==> config.mk <==
export PLATFORM = sky130hd
export DESIGN_NAME = ro_demux_rx
export DESIGN_NICKNAME = d
export VERILOG_FILES = /design/src/rtl/ro_pkg.sv /design/src/rtl/ro_evt_fifo.sv /design/src/rtl/ro_demux_rx.sv
export SDC_FILE = /design/constraint.sdc
export NUM_CORES = 1
export LEC_CHECK = 0
export ABC_AREA = 1
export BUFFER_PORTS_ARGS = -buffer_cell sky130_fd_sc_hd__clkbuf_2
export CAP_MARGIN = 15
export CELL_PAD_IN_SITES_DETAIL_PLACEMENT = 1
export CELL_PAD_IN_SITES_GLOBAL_PLACEMENT = 1
export CORE_MARGIN = 1
export CORE_UTILIZATION = 25
export DETAILED_ROUTE_END_ITERATION = 8
export PLACE_DENSITY = 0.44
export SLEW_MARGIN = 10
export SYNTH_ARGS = -nofsm -noshare
export SYNTH_HDL_FRONTEND = slang
export SYNTH_SLANG_ARGS = --single-unit
==> constraint.sdc <==
create_clock -name clk_master -period 2.85 [get_ports clk_master]
set_input_delay 0.4275 -clock clk_master [delete_from_list [all_inputs] [get_ports clk_master]]
set_output_delay 0.4275 -clock clk_master [all_outputs]
set_load 0.03 [all_outputs]
==> src/rtl/ro_pkg.sv <==
// Shared definitions for the cochlea readout bus receiver: default sizes,
// the event word layout and the slot decoder.
package ro_pkg;

  localparam int N_CH = 19;
  localparam int CH_W = 5;

  typedef struct packed {
    logic [CH_W-1:0] ch;
    logic            pol;
    logic            eve;
  } evt_t;

  // Trailing-zero count of the binary count; an all-zero count is the wrap
  // slot, which belongs to the top channel.
  function automatic logic [7:0] ctz(input logic [31:0] c, input int n);
    logic [7:0] r;
    logic       found;
    r     = 8'(n - 1);
    found = 1'b0;
    for (int i = 0; i < 32; i++) begin
      if (i < n && !found && c[i]) begin
        r     = 8'(i);
        found = 1'b1;
      end
    end
    return r;
  endfunction

endpackage

==> src/rtl/ro_evt_fifo.sv <==
// First-word fall-through event FIFO with a registered head and a sticky
// drop-on-full flag; the head holds its last value when the FIFO drains.
module ro_evt_fifo #(
  parameter int W     = 4,
  parameter int DEPTH = 4
) (
  input  logic         clk,
  input  logic         rst,
  input  logic         push,
  input  logic [W-1:0] din,
  input  logic         ready,
  output logic         valid,
  output logic [W-1:0] dout,
  output logic         overflow
);

  localparam int AW = (DEPTH > 1) ? $clog2(DEPTH) : 1;

  logic [W-1:0]  mem [DEPTH];
  logic [AW-1:0] rd_ptr, wr_ptr, rd_next;
  logic [AW:0]   count, count_next;
  logic          full, empty, pop, do_push, drop;

  assign full    = (count == (AW+1)'(DEPTH));
  assign empty   = (count == '0);
  assign pop     = !empty && ready;
  assign do_push = push && (!full || pop);
  assign drop    = push && full && !pop;
  assign rd_next = pop ? rd_ptr + 1'b1 : rd_ptr;

  always_comb begin
    count_next = count;
    if (do_push && !pop)
      count_next = count + 1'b1;
    else if (pop && !do_push)
      count_next = count - 1'b1;
  end

  always_ff @(posedge clk) begin
    if (do_push)
      mem[wr_ptr] <= din;
  end

  // A push landing on the next head slot bypasses the array.
  always_ff @(posedge clk or posedge rst) begin
    if (rst) begin
      rd_ptr   <= '0;
      wr_ptr   <= '0;
      count    <= '0;
      valid    <= 1'b0;
      dout     <= '0;
      overflow <= 1'b0;
    end else begin
      rd_ptr   <= rd_next;
      count    <= count_next;
      valid    <= (count_next != '0);
      overflow <= overflow | drop;
      if (do_push)
        wr_ptr <= wr_ptr + 1'b1;
      if (count_next != '0)
        dout <= (do_push && (wr_ptr == rd_next)) ? din : mem[rd_next];
    end
  end

endmodule

==> src/rtl/ro_demux_rx.sv <==
// Receiver for the time-multiplexed readout bus: replica gray counter,
// slot decode, negedge bus capture and enqueue into the event FIFO.
module ro_demux_rx import ro_pkg::*; #(
  parameter int N_CH       = ro_pkg::N_CH,
  parameter int CH_W       = ro_pkg::CH_W,
  parameter int FIFO_DEPTH = 4,
  parameter bit EMIT_ALL   = 1'b0
) (
  input  logic            clk_master,
  input  logic            reset,
  input  logic            sync,
  input  logic            ro_eve,
  input  logic            ro_pol_eve,
  output logic            evt_valid,
  input  logic            evt_ready,
  output logic [CH_W-1:0] evt_ch,
  output logic [1:0]      evt_data,
  output logic [N_CH-1:0] gray_cnt,
  output logic            overflow
);

  localparam int W = CH_W + 2;

  logic [N_CH-1:0] bin_cnt, bin_next, gray_next;
  logic            started;
  logic [CH_W-1:0] slot;
  logic            cap_eve, cap_pol, cap_valid;
  logic [CH_W-1:0] cap_slot;
  logic            enq_valid;
  logic [W-1:0]    enq_word;
  logic [W-1:0]    head;

  assign bin_next  = sync ? '0 : bin_cnt + 1'b1;
  assign gray_next = bin_next ^ (bin_next >> 1);
  assign slot      = CH_W'(ctz(32'(bin_cnt), N_CH));

  // started is low for the first cycle after reset or sync: no chip edge yet.
  always_ff @(posedge clk_master or posedge reset) begin
    if (reset) begin
      bin_cnt   <= '0;
      gray_cnt  <= '0;
      started   <= 1'b0;
      enq_valid <= 1'b0;
      enq_word  <= '0;
    end else begin
      bin_cnt   <= bin_next;
      gray_cnt  <= gray_next;
      started   <= !sync;
      enq_valid <= cap_valid && (EMIT_ALL || cap_eve);
      enq_word  <= {cap_slot, cap_pol, cap_eve};
    end
  end

  // The chip drives the bus only during the high phase, so sample it at the fall.
  always_ff @(negedge clk_master or posedge reset) begin
    if (reset) begin
      cap_eve   <= 1'b0;
      cap_pol   <= 1'b0;
      cap_slot  <= '0;
      cap_valid <= 1'b0;
    end else begin
      cap_eve   <= ro_eve;
      cap_pol   <= ro_pol_eve;
      cap_slot  <= slot;
      cap_valid <= started;
    end
  end

  ro_evt_fifo #(
    .W     (W),
    .DEPTH (FIFO_DEPTH)
  ) u_fifo (
    .clk      (clk_master),
    .rst      (reset),
    .push     (enq_valid),
    .din      (enq_word),
    .ready    (evt_ready),
    .valid    (evt_valid),
    .dout     (head),
    .overflow (overflow)
  );

  assign evt_ch   = head[W-1:2];
  assign evt_data = head[1:0];

endmodule

; ---- Word-level counts from Yosys, hierarchy flattened
; Memories as Yosys holds them, arrays and structs flattened. A register that Yosys moved wholly into a read port is not among the register bits.
; Index checks and enable logic that the tools add are counted.
; Widths: inputs -> output; s select.
[word_totals]
regBits = 64
mem_bits_rw = 28
elab_cells = 117
memories = 1
[classes]
n_addsub = 5
eq_ne = 1
mux = 43
bitwise_logic = 2
n_reduce_logical = 51
[memory_table]
columns = memory, words, width, rd, rd_ports_with_merged_regs, wr, line
row1 = u_fifo.mem, 4, 7, 1, 1, 1, ro_evt_fifo.sv:19  ; logic [W-1:0] mem [DEPTH];
[op_table]
columns = cell, count
row1 = $mux 5, 19
row2 = $logic_and 1x1->1, 25
row3 = $logic_not 1->1, 23
row4 = $mux 1, 20
row5 = $add 19x1->19 const B, 1
row6 = $mux 19, 1
row7 = $xor 19x18->19, 1
row8 = $mux 3, 2
row9 = $add 2x1->2 const B, 2
row10 = $add 3x1->3 const B, 1
row11 = $eq 3x3->1 const B, 1
row12 = $logic_not 3->1, 1
row13 = $reduce_bool 3->1, 1
row14 = $sub 3x1->3 const B, 1
row15 = $mux 2, 1
row16 = $logic_or 1x1->1, 1
row17 = $or 1x1->1, 1

; ---- Logic depth before layout (Yosys ltp)
; Gate-level depths: netlist of the first run.
[depth]
depth_word = 55
ltp_mapped = 19
depth_no_buf = 19

; ---- Cells and area by module
; A second synthesis of the first run with hierarchy kept.
[unflattened]
hier_cells = 504
area_unflattened_um2 = 4749.6
[modules_own_cells]
columns = module, instances, cells_per_inst, area_each_um2, seq_area_each_um2
row1 = ro_demux_rx, 1, 258, 2459.9, 1351.3
row2 = ro_evt_fifo, 1, 246, 2289.7, 1241.2

==> flow_summary.yaml, run 1 <==
synthesis:
  syn_avg_cell_area_um2: 9.968
  synth.ff_latch_count: 98
  seq_area_frac_synth_pct: 57.54
  yosys.area.top_type: "dfrtp_1"
  syn_inst: 452
  ys_warn_count: 0
  syn-num-nets: 469
  synth_area_um2: 4506
  synth_ff_type: "dfrtp_1"
  synthTopCellsByArea: "dfrtp_1 34%, edfxtp_1 19%, nand2_1 6.5%"
  async_reset_ff_share_pct: 71.43
  synth-edff-count: 28
  synth_cell_types: 41
  synth_top_area_share_pct: 34.43
worst_setup_path:
  rrSetupSlack_ns: -0.67
  crit_path_start: "bin_cnt[1]"
  reg2reg_from: "bin_cnt[1]"
  worstSetupEndpointType: "flop"
  critPathRequiredTime_ns: 1.63
  cp.depth: 13
  arrival_ns: 2.30
  crit_slowest_cell: "dfrtp_1"
  worstPathCellList: "inv_2 > ha_4 > inv_4 > nor2_4 > nand4_1 > nor2_2 > nand4_1 > nor2_1 > nand4_1 > nor2_4 > nand4_1 > nand3_1 > nand2_1"
  crit_top_cell: "nand4_1"
  worstSetupPathType: "reg2reg"
  cp_num_buf_inv: 2
  crit_fanout: 4
  crit_family: "simple AND/OR/NAND/NOR gates"
  regToRegEndpoint: "cap_slot[1]"
  start_kind: "flop"
  slowest_delay_ns: 0.39
  worst-r2r-cell-count: 13
  worstSetupEndpoint: "cap_slot[1]"
power_and_ir_drop:
  p_total_mw: 4.427
  p_seq_share_pct: 39.4
  combPwrFrac_pct: 30.6
  p_clk_share_pct: 30.0
  p_sw_share_pct: 35.67
  power_density_nw_per_um2: 765.4
  switching_power_mw: 1.579
  p_int_mw: 2.848
  vdd_drop_max_v: 0.0003305
  p_leak_nw: 2.839
global_route:
  track_usage_pct: 13.54
  grt_overflow: 0
  first_global_vias: 3798
  antenna_found_initial: 0
  grt_pass1_wl_mm: 18.98
  grt_max_degree: 28
sta:
  hold_viol_final: 0
  rsz0062_at_grt: "true"
  tightest_slew_ns: 0.5832
  timing.hold.ws_ns: 0.03982
  final_max_slew_viol_count: 0
  clock_skew_ns: 0.006668
  fin_tns_setup_ns: -2.290
  setup_viol: 5
  fin_ws_ns: -0.6668
  slew-limit-headroom_pct: 60.76
detailed_routing:
  wl_per_cell_um: 14.60
  drt_iter0_markers: 98
  ant_nets: 0
  via_count: 3394
  via_per_inst: 4.368
  wl_mm: 11.34
  drcViolationCount: 0
  firstDrtPassIters: 4
placement:
  io_buffers: 33
  gp_congestion: 0.7629
  dpl.hpwl_mm: 8.258
  dp.cells: 751
final_layout:
  utilization_pct: 33.10
  nNetsFinal: 564
  fin_cells: 777
  drive_gt1_share_pct: 31.34
  area_growth_pct: 28.38
  insertedDiodeCount: 0
outcome:
  violations: "setup timing"
  status: "finished, violations left"
floorplanning:
  fp.dieH_um: 136.2
  initial_core_util_pct: 25.78
  core_area_um2: 17480
  die_area_um2: 18560
  io_pins: 34
  dieWidth_um: 136.2
  rows: 48
clock_network:
  clkTransAtPathRegs_ns: 0.07
  clock_latency_ns: 0.36
  cts_tree: "yes"
  cts_root_buffer: "clkbuf_16"
  clockBufferDepth: 2
  holdBufCountCts: 0
  clock_sink_count: 98
  htreeDepth: 3
  cts-buffers-inserted: 9
flow_run:
  maxCapViolations: 0
worst_hold_path:
  hold_class: "in2async"
worst min path at each step:
stage | start | to | cells past startpoint
2_1_floorplan | enq_word[0] | u_fifo.mem[0][0] | 0
3_3_place_gp | reset | started | 2
3_5_place_dp | reset | started | 2
4_1_cts | reset | started | 2
5_1_grt | reset | enq_word[5] | 2
6_report | reset | started | 2
registers in the layout (all words and copies together) (netlist names), 2 cells and up:
| name | cells |
|---|---|
| enq_word | 7 |
| u_fifo.dout | 7 |
| cap_slot | 5 |
| gray_cnt | 18 |
| u_fifo.rd_ptr | 2 |
| u_fifo.count | 3 |
| u_fifo.wr_ptr | 2 |
| u_fifo.mem | 28 |
| bin_cnt | 19 |
logic make-up (layout without fill, tap and decap cells):
| kind of cell | count (synthesis) | count (layout) | synth area share, % |
|---|---|---|---|
| compound gates | 51 | 51 | 6.721 |
| xor+xnor | 22 | 22 | 4.443 |
| fa+ha+maj | 11 | 11 | 3.055 |
| buf+inv | 76 | 176 | 6.915 |
| flops | 98 | 98 | 57.54 |
| simple gates | 194 | 194 | 21.33 |
cells in the final DEF (no fill, tap or decap), drive strengths merged, types with 4 or more instances in the layout:
master,netlist,routed
nor4,4,4
dfrtp,62,62
nor2,47,47
a21oi,7,7
inv,65,68
xor2,19,19
nand2,85,85
edfxtp,28,28
o22ai,8,8
nor3,6,6
nand4,20,20
o21ai,30,30
buf,8,61
clkbuf,2,43
nand3,29,29
dfrtn,8,8
ha,11,11
what timing repair did:
item | CTS | global route
setup endpoints to repair | 5 | 5
resized for setup | 11 | 14
pin swaps | 14 | 10
setup buffers | 8 | 4
power by group through the flow:
stage / clock, mW / combinational [mW] / sequential, mW
after floorplan: 0 / 0.766 / 1.89
after global placement: 0 / 1.33 / 1.77
after detailed placement: 0 / 1.34 / 1.78
after CTS: 1.39 / 1.37 / 1.75
after global routing: 1.42 / 1.57 / 1.77
final: 1.33 / 1.35 / 1.75
metal layers:
layer	up-vias	part of all wire, %	GRT usage (%)	wire length (um)
met5	-	0	0	0
met1	1675	43	15.33	4887
met3	20	2.0	3.057	230
li1	1668	-	-	-
met4	0	2.5	5.494	286
met2	31	52	24.37	5939
final cells by class:
cell class	instances	area (um^2)
Multi-Input combinational cell	278	1707
Sequential cell	98	2592
Inverter	66	255.2
Clock buffer	10	239.0
Clock inverter	6	78.83
Timing Repair Buffer	94	630.6
Fill cell	1990	11690
Tap cell	225	281.5
worst reg2reg max path, stage by stage, from the launching register on:
cell	delay (ns)
dfrtp_1	0.39
inv_2	0.08
ha_4	0.15
inv_4	0.03
nor2_4	0.08
nand4_1	0.12
nor2_2	0.15
nand4_1	0.15
nor2_1	0.17
nand4_1	0.15
nor2_4	0.18
nand4_1	0.14
nand3_1	0.11
nand2_1	0.05
synth_stat cells (8+ instances only):
cell,instances
o21ai_0,20
o22ai_1,8
nor2_1,40
inv_2,9
inv_1,56
edfxtp_1,28
ha_1,11
o21ai_1,9
nand4_1,20
xor2_1,19
nand3_1,25
nand2_1,78
dfrtn_1,8
dfrtp_1,62
per-stage QoR:
stage                     setup WS, ns  cell area (um^2)
final                          -0.6668              5784
after global placement         -0.6413              5293
after CTS                      -0.6282              5714
after global routing           -0.7905              5784
after floorplan                -0.5260              4527
after detailed placement       -0.7363              5293
Power figures use the tool's default switching activity.
==> run 2: changes to the inputs <==
Settings changed: CELL_PAD_IN_SITES_DETAIL_PLACEMENT 1 to 2, CELL_PAD_IN_SITES_GLOBAL_PLACEMENT 1 to 2, PLACE_DENSITY 0.44 to 0.52, SYNTH_HIERARCHICAL from default to 1.
==> flow_summary.yaml, run 2 <==
worst_setup_path:
  worstSetupEndpointType: "flop"
  crit_fanout: 4
  slowest_delay_ns: 0.39
  crit_family: "simple AND/OR/NAND/NOR gates"
  crit_top_cell: "nand4_1"
  worstPathCellList: "inv_2 > ha_4 > nand4_1 > nor2_2 > nand4_1 > nor2_2 > nand4_1 > nor2_4 > nand2_4 > nor3_4 > nor2_1"
  critPathRequiredTime_ns: 1.63
  cp_num_buf_inv: 1
  crit_slowest_cell: "dfrtp_1"
  start_kind: "flop"
  worstSetupPathType: "reg2reg"
  arrival_ns: 2.20
power_and_ir_drop:
  switching_power_mw: 1.812
  combPwrFrac_pct: 34.4
  p_seq_share_pct: 36.7
  p_sw_share_pct: 37.96
  p_leak_nw: 2.963
  power_density_nw_per_um2: 807.2
  p_int_mw: 2.962
  p_total_mw: 4.774
  p_clk_share_pct: 28.9
  vdd_drop_max_v: 0.0002768
sta:
  final_max_slew_viol_count: 0
  fin_ws_ns: -0.5675
  tightest_slew_ns: 0.6314
  setup_viol: 5
  fin_tns_setup_ns: -2.429
  rsz0062_at_grt: "true"
  hold_viol_final: 0
  timing.hold.ws_ns: 0.07166
  slew-limit-headroom_pct: 57.86
  clock_skew_ns: 0.005377
synthesis:
  async_reset_ff_share_pct: 71.43
  syn_inst: 504
  synth.ff_latch_count: 98
  synthTopCellsByArea: "dfrtp_1 33%, edfxtp_1 18%, nand2_1 9.2%"
  synth-edff-count: 28
  synth_common_cells: "116 x nand2_1, 74 x inv_1, 62 x dfrtp_1"
  ys_warn_count: 6
  synth_area_um2: 4750
  synth_ff_type: "dfrtp_1"
  synth_top_area_share_pct: 32.67
  synth_cell_types: 39
  yosys.area.top_type: "dfrtp_1"
  syn-num-nets: 520
  seq_area_frac_synth_pct: 54.58
  synth.most_common_cell: "nand2_1"
  syn_avg_cell_area_um2: 9.424
final_layout:
  largest_reg_flops: 28
  nFillCells: 2091
  drive_gt1_share_pct: 25.84
  layout_commonest_cell: "nand2_1"
  largest-register: "u_fifo/mem"
  area_growth_pct: 24.53
  layout_common_cells: "115 x nand2_1, 71 x inv_1, 62 x dfrtp_1"
  insertedDiodeCount: 0
  reg.largest.list: "u_fifo/mem: 28 flops, bin_cnt: 19 flops, gray_cnt: 18 flops"
  multiInputGateArea_um2: 1854
  nNetsFinal: 603
  fin_area_um2: 5914
  seqCellArea_um2: 2592
detailed_routing:
  via_per_inst: 4.458
  drt_iter0_markers: 70
  wl_per_cell_um: 15.89
  wl_mm: 13.13
  drcViolationCount: 0
  firstDrtPassIters: 4
  via_count: 3682
  ant_nets: 0
floorplanning:
  fp.dieH_um: 139.8
  dieWidth_um: 139.8
  io_pins: 34
  core_area_um2: 18640
  die_area_um2: 19550
  rows: 50
  initial_core_util_pct: 25.48
global_route:
  grt_pass1_wl_mm: 22.24
  grt_max_degree: 30
  antenna_found_initial: 0
  grt_overflow: 0
  first_global_vias: 4290
  track_usage_pct: 14.74
placement:
  dpl.hpwl_mm: 10.17
  io_buffers: 33
  place_area_um2: 5489
  gp_congestion: 0.7976
flow_run:
  maxCapViolations: 0
clock_network:
  htreeDepth: 3
  clock_sink_count: 98
  cts_root_buffer: "clkbuf_16"
  clkTransAtPathRegs_ns: 0.07
  clock_latency_ns: 0.36
  holdBufCountCts: 0
  clockBufferDepth: 2
  cts_tree: "yes"
  cts-buffers-inserted: 9
outcome:
  status: "finished, violations left"
  violations: "setup timing"
worst_hold_path:
  hold_class: "in2async"
run 2: cell types whose count changed after synthesis, sizes merged, moves of 8 or more:
cell | before | now
o22ai | 8 | 0
nand3 | 29 | 64
inv | 65 | 78
nand2 | 85 | 134
nor2 | 47 | 39
o21ai | 30 | 6
run 2: cell type report:
type / instances / share of cell area (%)
clock buffers: 12 / 4.887
clock inverters: 4 / 0.8885
inverters: 78 / 5.014
multi-input cells: 318 / 31.35
flip-flops and latches: 98 / 43.83
well taps: 234 / 4.950
repair buffers: 82 / 9.076
run 2: stage by stage:
stage          setup WS, ns  util, %  instances
3_5_place_dp        -0.6529    29.44        804
4_1_cts             -0.6342    31.52        825
6_report            -0.5675    31.72        826
5_1_grt             -0.7138    31.72        826
2_1_floorplan       -0.3865        -        504
3_3_place_gp        -0.5205    29.44        804
run 2: worst register-to-register path: stages (launching register included):
cell and delay [ns]:
dfrtp_1 0.39, inv_2 0.09, ha_4 0.14, nand4_1 0.15, nor2_2 0.14, nand4_1 0.16
nor2_2 0.15, nand4_1 0.14, nor2_4 0.20, nand2_4 0.08, nor3_4 0.13, nor2_1 0.07
run 2: final timing paths:
check                                start              end  slack [ns]  depth (start not counted)
min in group clk_master               sync      bin_cnt[15]        0.49                          2
max                             bin_cnt[0]      cap_slot[1]       -0.57                         11
max in group asynchronous            reset      cap_slot[2]        1.17                          2
min                                  reset      enq_word[2]        0.07                          2
max reg2reg                     bin_cnt[0]      cap_slot[1]       -0.57                         11
min reg2reg                u_fifo/overflow  u_fifo/overflow        0.52                          1
run 2: cells by family (layout without fill, tap and decap cells):
kind of cell	Yosys count	count (layout)	share of synthesized area (%)
simple gates	273	273	29.19
xor+xnor	21	21	3.873
buf+inv	88	176	7.481
fa+ha+maj	10	10	2.634
compound gates	14	14	2.239
flops	98	98	54.58
run 2: what timing repair did:
item / CTS / global route
hold endpoints to repair: 0 / 0
setup buffers: 5 / 1
pin swaps: 6 / 4
resized for setup: 2 / 8
setup endpoints to repair: 5 / 5
run 2: power groups by stage:
| stage | clock network [mW] | logic, mW | registers (mW) |
|---|---|---|---|
| floorplan | 0 | 1.03 | 1.89 |
| global placement | 0 | 1.63 | 1.77 |
| detailed placement | 0 | 1.67 | 1.79 |
| CTS | 1.43 | 1.69 | 1.76 |
| global route | 1.47 | 1.86 | 1.77 |
| finish | 1.38 | 1.64 | 1.75 |
run 2: layer usage:
layer  part of all wire [%]  GRT usage [%]  vias up
met2                     55          27.95       27
met1                     42          16.35     1864
met4                    2.0          6.246        0
met5                      0              0        -
met3                    1.5          1.996       15
li1                       -              -     1776
==> run 3: changes to the inputs <==
Settings changed: ABC_AREA 1 to default, ABC_CLOCK_PERIOD_IN_PS from default to 2850, PLACE_DENSITY 0.52 to 0.48.
==> flow_summary.yaml, run 3 <==
placement:
  dpl.hpwl_mm: 8.575
  gp_congestion: 0.7674
  dp.cells: 667
  place_area_um2: 5394
  io_buffers: 33
synthesis:
  synth_ff_type: "dfrtp_1"
  synth_common_cells: "62 x dfrtp_1, 36 x mux2i_1, 30 x nor2_1"
  synth.ff_latch_count: 98
  syn_inst: 388
  synth_top_area_share_pct: 32.22
  ys_warn_count: 6
  async_reset_ff_share_pct: 71.43
  synth_cell_types: 63
  syn-num-nets: 404
  syn_avg_cell_area_um2: 12.41
  yosys.area.top_type: "dfrtp_1"
  synth.most_common_cell: "dfrtp_1"
  synth-edff-count: 28
  synth_area_um2: 4815
  synthTopCellsByArea: "dfrtp_1 32%, edfxtp_1 17%, mux2i_1 7.5%"
  seq_area_frac_synth_pct: 53.85
clock_network:
  cts-buffers-inserted: 9
  clockBufferDepth: 2
  clkTransAtPathRegs_ns: 0.07
  htreeDepth: 3
  clock_latency_ns: 0.35
  cts_tree: "yes"
  holdBufCountCts: 0
  cts_root_buffer: "clkbuf_16"
  clock_sink_count: 98
power_and_ir_drop:
  p_clk_share_pct: 27.8
  vdd_drop_max_v: 0.0002923
  p_int_mw: 3.124
  p_sw_share_pct: 32.56
  power_density_nw_per_um2: 804.8
  switching_power_mw: 1.508
  combPwrFrac_pct: 33.5
  p_leak_nw: 2.598
  p_seq_share_pct: 38.7
worst_setup_path:
  crit_slowest_cell: "dfrtp_1"
  arrival_ns: 1.79
  reg2reg_from: "bin_cnt[1]"
  crit_fanout: 3
  worstSetupPathType: "reg2reg"
  worstPathCellList: "inv_2 > ha_4 > or3b_4 > nor2b_4 > nand2_2 > a21oi_2 > nor3b_1"
  critPathRequiredTime_ns: 1.63
  regToRegEndpoint: "cap_slot[1]"
  cp_num_buf_inv: 1
  rrSetupSlack_ns: -0.16
  worst-r2r-cell-count: 7
  worstSetupEndpointType: "flop"
  crit_family: "simple AND/OR/NAND/NOR gates"
  start_kind: "flop"
  slowest_delay_ns: 0.40
final_layout:
  nFillCells: 2057
  fin_area_um2: 5756
  fin_cells: 685
  nNetsFinal: 462
  layout_common_cells: "62 x dfrtp_1, 36 x mux2i_1, 33 x clkbuf_2"
  layout_commonest_cell: "dfrtp_1"
  utilization_pct: 30.67
  largest-register: "u_fifo/mem"
  reg.largest.list: "u_fifo/mem: 28 flops, bin_cnt: 19 flops, gray_cnt: 18 flops"
  drive_gt1_share_pct: 28.38
  insertedDiodeCount: 0
  area_growth_pct: 19.54
  largest_reg_flops: 28
sta:
  tightest_slew_ns: 0.7265
  fin_tns_setup_ns: -0.4164
  fin_ws_ns: -0.1575
  clock_skew_ns: 0.007712
  hold_viol_final: 0
  setup_viol: 3
  rsz0062_at_grt: "true"
  slew-limit-headroom_pct: 51.52
  final_max_slew_viol_count: 0
detailed_routing:
  via_per_inst: 4.539
  wl_per_cell_um: 17.00
  drt_iter0_markers: 113
  via_count: 3109
  wl_mm: 11.64
  drcViolationCount: 0
  ant_nets: 0
  firstDrtPassIters: 4
flow_run:
  maxCapViolations: 0
outcome:
  violations: "setup timing"
  status: "finished, violations left"
global_route:
  first_global_vias: 3570
  grt_pass1_wl_mm: 19.24
  grt_overflow: 0
  track_usage_pct: 12.85
  grt_max_degree: 30
  antenna_found_initial: 0
floorplanning:
  rows: 50
  initial_core_util_pct: 25.65
  core_area_um2: 18770
  io_pins: 34
  die_area_um2: 19820
  dieWidth_um: 140.8
  fp.dieH_um: 140.8
worst_hold_path:
  hold_class: "in2async"
==> run 3: cell types whose count changed in the layout (fill, tap and decap cells not counted), sizes merged, moves of 8 or more <==
cell | before | now
mux2 | 0 | 12
and2 | 0 | 8
nand2 | 134 | 12
inv | 78 | 30
mux2i | 0 | 36
nand3 | 64 | 10
buf | 49 | 34
==> run 3: power groups by stage <==
stage               sequential, mW  combinational, mW  clock, mW
global placement              1.81               1.52          0
floorplan                     1.90               1.16          0
CTS                           1.80               1.59       1.35
finish                        1.79               1.55       1.29
detailed placement            1.82               1.57          0
global route                  1.82               1.71       1.39
==> run 3: metal layers <==
metal	track usage [%]	up-vias	routed length, um
li1	-	1467	-
met1	14.95	1603	5048
met2	23.33	31	6178
met3	3.159	8	301
met4	3.604	0	116
met5	0	-	0
==> run 3: repair_timing <==
item | in CTS | in global routing
endpoints found under the setup margin | 4 | 4
gates resized for setup | 10 | 2
setup buffers | 1 | 1
pin swaps | 4 | 0
==> run 3: area by class of cell <==
type                    count  area (um^2)  share of cell area [%]
flip-flops and latches     98         2592                   45.04
multi-input cells         243         2028                   35.24
repair buffers             67        427.9                   7.435
well taps                 234        292.8                   5.087
clock buffers              10        239.0                   4.152
inverters                  27        105.1                   1.826
clock inverters             6        70.07                   1.217
==> run 3: cell families after synthesis <==
family	Yosys count	synth area share, %
flops	98	53.85
mux	55	14.19
simple gates	101	11.62
xor+xnor	34	6.341
compound gates	42	6.393
buf+inv	47	4.807
fa+ha+maj	11	2.807
==> run 3: how the worst max path moves through the flow <==
stage	start	end	slack, ns	depth (start not counted)
after floorplan	bin_cnt[0]	cap_slot[1]	-0.20	7
after global placement	bin_cnt[0]	cap_slot[1]	-0.15	7
after detailed placement	bin_cnt[0]	cap_slot[1]	-0.26	7
after CTS	bin_cnt[0]	cap_slot[1]	-0.16	7
after global routing	bin_cnt[0]	cap_slot[1]	-0.25	7
final	bin_cnt[1]	cap_slot[1]	-0.16	7
==> run 3: through the flow <==
stage / hold WS [ns] / worst slack, ns / power (mW)
2_1_floorplan: 0.3412 / -0.2010 / 3.065
3_3_place_gp: 0.4273 / -0.1531 / 3.339
3_5_place_dp: 0.4337 / -0.2624 / 3.394
4_1_cts: 0.04242 / -0.1561 / 4.730
5_1_grt: 0.04982 / -0.2511 / 4.923
6_report: 0.03927 / -0.1575 / 4.632
==> run 3: worst reg2reg max path, cell delays in order, from the launching register on <==
cell and delay, ns:
dfrtp_1 0.40, inv_2 0.09, ha_4 0.14, or3b_4 0.40, nor2b_4 0.13, nand2_2 0.07, a21oi_2 0.14, nor3b_1 0.06
